--- src/rtl/glitch_sequencer_pkg.sv ---
// Shared definitions for the glitch sequencer: state encodings and the
// default downstream reset length (must match glitch_reset's reset length).
package glitch_sequencer_pkg;

    localparam int GLITCH_SEQ_RESET_TIME = 32;

    typedef enum logic [2:0] {
        GLITCH_SEQ_IDLE   = 3'd0,
        GLITCH_SEQ_RESET  = 3'd1,
        GLITCH_SEQ_WAIT   = 3'd2,
        GLITCH_SEQ_DELAY  = 3'd3,
        GLITCH_SEQ_GLITCH = 3'd4,
        GLITCH_SEQ_DONE   = 3'd5
    } glitch_seq_state_e;

endpackage

--- src/rtl/glitch_counter.sv ---
// Phase counter: clear/enable controlled, saturating up-count, terminal-count
// flag when the count has reached target-1 (i.e. the last cycle of the phase).
module glitch_counter #(
    parameter int WIDTH = 32
) (
    input  logic             clk_in,
    input  logic             rst,
    input  logic             clear,
    input  logic             enable,
    input  logic [WIDTH-1:0] target,
    output logic             tc
);

    logic [WIDTH-1:0] count_q;
    logic [WIDTH-1:0] count_d;

    // Next count: clear wins, otherwise advance and hold at all-ones.
    always_comb begin
        count_d = count_q;
        if (clear) begin
            count_d = '0;
        end else if (enable && (count_q != {WIDTH{1'b1}})) begin
            count_d = count_q + WIDTH'(1);
        end
    end

    // Count register.
    always_ff @(posedge clk_in) begin
        if (rst) begin
            count_q <= '0;
        end else begin
            count_q <= count_d;
        end
    end

    // Zero-length phases are skipped by the FSM, so target is never 0 here.
    assign tc = (count_q == (target - WIDTH'(1)));

endmodule

--- src/rtl/glitch_sequencer.sv ---
// Timing controller for one glitch attempt.
//
//   state  | meaning
//   IDLE   | waiting for start; operands latched on accept
//   RESET  | one-cycle rst_en pulse to glitch_reset
//   WAIT   | RESET_TIME cycles while the target is held in reset
//   DELAY  | programmed delay after reset release
//   GLITCH | glitch_o high for the programmed width
//   DONE   | one-cycle done pulse, then back to IDLE
module glitch_sequencer
    import glitch_sequencer_pkg::*;
#(
    parameter int RESET_TIME = GLITCH_SEQ_RESET_TIME,
    parameter int DELAY_W    = 32,
    parameter int WIDTH_W    = 16
) (
    input  logic               clk_in,
    input  logic               rst,
    input  logic               start,
    input  logic [DELAY_W-1:0] delay,
    input  logic [WIDTH_W-1:0] width,
    output logic               rst_en,
    output logic               glitch_o,
    output logic               busy,
    output logic               done
);

    glitch_seq_state_e  state_q, state_d;
    logic [DELAY_W-1:0] delay_q, delay_d;
    logic [WIDTH_W-1:0] width_q, width_d;
    logic               rst_en_q, glitch_q, busy_q, done_q;
    logic               cnt_clear, cnt_enable, cnt_tc;
    logic [DELAY_W-1:0] cnt_target;

    // Next state, operand latching and counter control.
    always_comb begin
        state_d    = state_q;
        delay_d    = delay_q;
        width_d    = width_q;
        cnt_clear  = 1'b1;
        cnt_enable = 1'b0;
        cnt_target = DELAY_W'(RESET_TIME);
        unique case (state_q)
            GLITCH_SEQ_IDLE: begin
                if (start) begin
                    delay_d = delay;
                    width_d = width;
                    state_d = GLITCH_SEQ_RESET;
                end
            end
            GLITCH_SEQ_RESET: begin
                state_d = GLITCH_SEQ_WAIT;
            end
            GLITCH_SEQ_WAIT: begin
                cnt_enable = 1'b1;
                cnt_clear  = cnt_tc;
                if (cnt_tc) begin
                    if (delay_q != '0)      state_d = GLITCH_SEQ_DELAY;
                    else if (width_q != '0) state_d = GLITCH_SEQ_GLITCH;
                    else                    state_d = GLITCH_SEQ_DONE;
                end
            end
            GLITCH_SEQ_DELAY: begin
                cnt_target = delay_q;
                cnt_enable = 1'b1;
                cnt_clear  = cnt_tc;
                if (cnt_tc) begin
                    state_d = (width_q != '0) ? GLITCH_SEQ_GLITCH : GLITCH_SEQ_DONE;
                end
            end
            GLITCH_SEQ_GLITCH: begin
                cnt_target = DELAY_W'(width_q);
                cnt_enable = 1'b1;
                cnt_clear  = cnt_tc;
                if (cnt_tc) begin
                    state_d = GLITCH_SEQ_DONE;
                end
            end
            GLITCH_SEQ_DONE: begin
                state_d = GLITCH_SEQ_IDLE;
            end
            default: begin
                state_d = GLITCH_SEQ_IDLE;
            end
        endcase
    end

    // State, operands and outputs; outputs are decoded from the next state so
    // they are registered yet line up with the state they describe.
    always_ff @(posedge clk_in) begin
        if (rst) begin
            state_q  <= GLITCH_SEQ_IDLE;
            delay_q  <= '0;
            width_q  <= '0;
            rst_en_q <= 1'b0;
            glitch_q <= 1'b0;
            busy_q   <= 1'b0;
            done_q   <= 1'b0;
        end else begin
            state_q  <= state_d;
            delay_q  <= delay_d;
            width_q  <= width_d;
            rst_en_q <= (state_d == GLITCH_SEQ_RESET);
            glitch_q <= (state_d == GLITCH_SEQ_GLITCH);
            busy_q   <= (state_d != GLITCH_SEQ_IDLE);
            done_q   <= (state_d == GLITCH_SEQ_DONE);
        end
    end

    glitch_counter #(
        .WIDTH (DELAY_W)
    ) u_counter (
        .clk_in (clk_in),
        .rst    (rst),
        .clear  (cnt_clear),
        .enable (cnt_enable),
        .target (cnt_target),
        .tc     (cnt_tc)
    );

    assign rst_en   = rst_en_q;
    assign glitch_o = glitch_q;
    assign busy     = busy_q;
    assign done     = done_q;

endmodule

--- config.mk ---
export PLATFORM = sky130hd
export DESIGN_NAME = glitch_sequencer
export DESIGN_NICKNAME = d
export VERILOG_FILES = /design/src/rtl/glitch_sequencer_pkg.sv /design/src/rtl/glitch_counter.sv /design/src/rtl/glitch_sequencer.sv
export SDC_FILE = /design/constraint.sdc
export NUM_CORES = 1
export LEC_CHECK = 0
export ABC_CLOCK_PERIOD_IN_PS = 7050
export BUFFER_PORTS_ARGS = -buffer_cell sky130_fd_sc_hd__buf_4
export CAP_MARGIN = 20
export CORE_MARGIN = 5
export CORE_UTILIZATION = 60
export CTS_BUF_LIST = sky130_fd_sc_hd__clkbuf_16
export CTS_CLUSTER_DIAMETER = 200
export DETAILED_ROUTE_END_ITERATION = 7
export HOLD_SLACK_MARGIN = 0.03
export PLACE_DENSITY_LB_ADDON = 0.2
export SETUP_SLACK_MARGIN = 0.15
export SYNTH_ARGS = -nofsm -noshare
export SYNTH_HDL_FRONTEND = slang
export SYNTH_HIERARCHICAL = 1
export SYNTH_SLANG_ARGS = --single-unit
--- constraint.sdc ---
create_clock -name clk_in -period 7.05 [get_ports clk_in]
set_input_delay 0.705 -clock clk_in [delete_from_list [all_inputs] [get_ports clk_in]]
set_output_delay 0.705 -clock clk_in [all_outputs]
set_load 0.01 [all_outputs]
==> reports/qor.yml <==
flow_run:
  maxCapViolations: 0
final_layout:
  layout_common_cells: "nand2_1, dfxtp_1, a21oi_1"
  nets: 754
  final_util_pct: 70.0
  drive_gt1_share_pct: 12.7
  n_antenna_cell: 0
  fill_cells: 673
  layout_commonest_cell: "nand2_1"
  syn_to_final_growth_pct: 13.3
power:
  switchingPower_w: 0.000308
  p_sw_share_pct: 27.5
  p_int_w: 0.000813
  seqPwrFrac_pct: 47.8
  leakagePower_nw: 2.19
  power_density_mw_per_mm2: 195
  clock_power_share_pct: 40.6
  ir_drop_uv: 118
  comb_power_share_pct: 11.6
setup_path:
  crit_path_frequent_cell: "nor4_2"
  r2r_end: "u_counter/count_q[21]$_SDFFE_PP0P_"
  critical-path-slowest-cell: "nor4_2"
  crit_path_start_kind: "flop"
  worstSetupEndpoint: "u_counter/count_q[21]$_SDFFE_PP0P_"
  crit_fanout: 32
  required_ns: 7.24
  rrSetupSlack_ns: 1.37
  crit_path_start: "state_q[1]$_SDFF_PP0_"
  crit_chain: "and2b_1, and2_1, o21ai_0, nor4_2, nand2_1, o41ai_1, a21oi_1, or4_1, nor4_2, nand2b_1, or2_2, nor2_1"
  rr_startpoint: "state_q[1]$_SDFF_PP0_"
  arrival_ns: 5.88
  setup.worst_path.end_class: "flop"
  worst-setup-path-type: "reg -> reg"
  max_stage_delay_ns: 0.66
  r2r_cells: 12
logic_synthesis:
  synth_area_leader_cell: "dfxtp_1"
  synth_top_area_share_pct: 34.3
  syn_inst: 674
  yosys_warnings: 6
  syn_area_per_cell_um2: 7.53
  syn_area_mm2: 0.00507
  ys.flop_type: "dfxtp_1"
  ys_ff_latch: 87
  synth_edf_count: 0
  synthesis.nets: 727
  async_reset_ff_share_pct: 0
  synth.area.top_cells: "dfxtp_1, nand2_1, xnor2_1"
  synth_cell_types: 61
  ys_seq_area_share_pct: 34.3
clocking:
  clock_path_buffers: 2
  ctsHtreeMaxLevel: 3
  cts_hold_buf: 0
  cts-root-buf: "clkbuf_16"
  post_cts_resized: 0
  cts_tree: "done"
  cts_sinks: 87
  clock_latency_ns: 0.34
  post_cts_buffers: 0
  path_clk_slew_ns: 0.07
  cts_made_buffers: 9
timing:
  slew_violations: 0
  period_needed_ns: 5.68
  setup_violations: 0
  setup_ws_ns: 1.37
  fmax_ghz: 0.176
  setup_tns_ns: 0
  grt_setup_unrepaired: "no"
  slew_headroom_pct: 50.2
  worst_pin_slew_ns: 0.746
  fin_crit_sh_pct: 80.6
  finClkSkew_ns: 0.00841
  hold_violations: 0
routing:
  wl_per_cell_um: 16.0
  first_pass_iters: 5
  antenna_left: 0
  drtIter0Drc: 370
  vias_per_cell: 5.99
  drc: 0
  finalWirelength_um: 13000
  vias: 4855
placement:
  gp_congestion: 0.918
  dp_hpwl_um: 9720
  portBuffers: 54
  dp_slack_ns: 1.50
global_routing:
  grt_pass1_vias: 4521
  grt_max_degree: 55
  grt_pass1_wl_um: 21800
  grt_remaining_overflow: 0
  antenna_found_initial: 0
  grt.total_usage_pct: 25.9
floorplanning:
  core_mm2: 0.00822
  io_pins: 55
  die_x_um: 102
  die_h_um: 102
  row_count: 33
  dieArea_mm2: 0.0104
  initial_core_util_pct: 61.7
run_status:
  status: "completed"
worst_hold_path:
  hold_path_class: "reg -> reg"
==> sequential cells by signal, indices dropped and copies added (netlist names) <==
signal and cells:
done 1, glitch_o 1, delay_q 32, width_q 16, rst_en 1, u_counter/count_q 32, busy 1, state_q 3
==> critical path: cells and delay by family, from the launching register on <==
| kind | cells | cell delay [ns] |
|---|---|---|
| AOI/OAI and AO/OA | 3 | 0.91 |
| DFF | 1 | 0.51 |
| and+or+nand+nor | 9 | 4.12 |
==> how the worst min path moves through the flow <==
stage | startpoint | to | slack (ns) | cells after the start
after global routing | width_q[1]$_SDFFE_PP0P_ | width_q[1]$_SDFFE_PP0P_ | 0.50 | 2
after global placement | delay_q[29]$_SDFFE_PP0P_ | delay_q[29]$_SDFFE_PP0P_ | 0.46 | 2
final | delay_q[25]$_SDFFE_PP0P_ | delay_q[25]$_SDFFE_PP0P_ | 0.48 | 2
after floorplan | delay_q[22]$_SDFFE_PP0P_ | delay_q[22]$_SDFFE_PP0P_ | 0.44 | 2
after detailed placement | delay_q[29]$_SDFFE_PP0P_ | delay_q[29]$_SDFFE_PP0P_ | 0.47 | 2
after CTS | delay_q[25]$_SDFFE_PP0P_ | delay_q[25]$_SDFFE_PP0P_ | 0.48 | 2
==> cell type report <==
class / instances / area, um2 / share of cell area [%]
Multi-Input combinational cell: 527 / 3090 / 53.7
Inverter: 17 / 63.8 / 1.11
Tap cell: 105 / 131 / 2.29
Clock inverter: 7 / 56.3 / 0.980
Sequential cell: 87 / 1740 / 30.3
Timing Repair Buffer: 59 / 443 / 7.71
Clock buffer: 9 / 225 / 3.92
==> power groups by stage <==
stage                     logic [W]  registers, W  clock network, W
after global routing       0.000145      0.000539          0.000481
final                      0.000130      0.000536          0.000455
after CTS                  0.000130      0.000535          0.000462
after floorplan           0.0000924      0.000536                 0
after detailed placement   0.000129      0.000546                 0
after global placement     0.000126      0.000546                 0
==> metal layers <==
metal	share of wire, %	vias to the layer above	wire length, um	global-route usage (%)
li1	-	2412	-	-
met1	47	2283	6120	37.3
met2	46	146	5970	40.3
met3	5.6	14	724	4.03
met4	1.2	0	157	7.06
met5	0	-	0	0
==> through the flow <==
step / instances / total power (W) / hold slack [ns] / cell area [um2]
floorplan: 674 / 0.000628 / 0.445 / 5070
global placement: 795 / 0.000672 / 0.461 / 5470
detailed placement: 795 / 0.000675 / 0.468 / 5470
CTS: 811 / 0.00113 / 0.478 / 5750
global route: 811 / 0.00116 / 0.504 / 5750
finish: 811 / 0.00112 / 0.476 / 5750
==> cell families (layout without fill, tap and decap cells) <==
family	Yosys count	in the layout	share of synthesized area (%)
AO/OA/AOI/OAI	113	113	14.0
XOR/XNOR	66	66	11.4
AND/OR/NAND/NOR	342	342	34.0
buffers and inverters	60	92	5.01
flip-flops	87	87	34.3
multiplexers	4	4	0.863
adder cells (fa/ha/maj)	2	2	0.493
==> cells in the mapped netlist (3+ instances only) <==
cell type  instances
and3_1            23
nor3_1            25
clkbuf_1          29
nand4b_1           3
or3_1              9
mux2_2             3
or4_1              5
nor4_1            24
nand4_1           18
a21oi_1           62
a211o_1            3
nor2b_1            6
a22o_1            15
inv_1             17
nand3_1           21
xor2_1            30
xnor2_1           36
dfxtp_1           87
nand2_1          126
nor2_1            55
buf_2             10
o21ai_0            8
nor3b_1            3
o211ai_1           3
or2_2              3
Power figures use the tool's default switching activity.
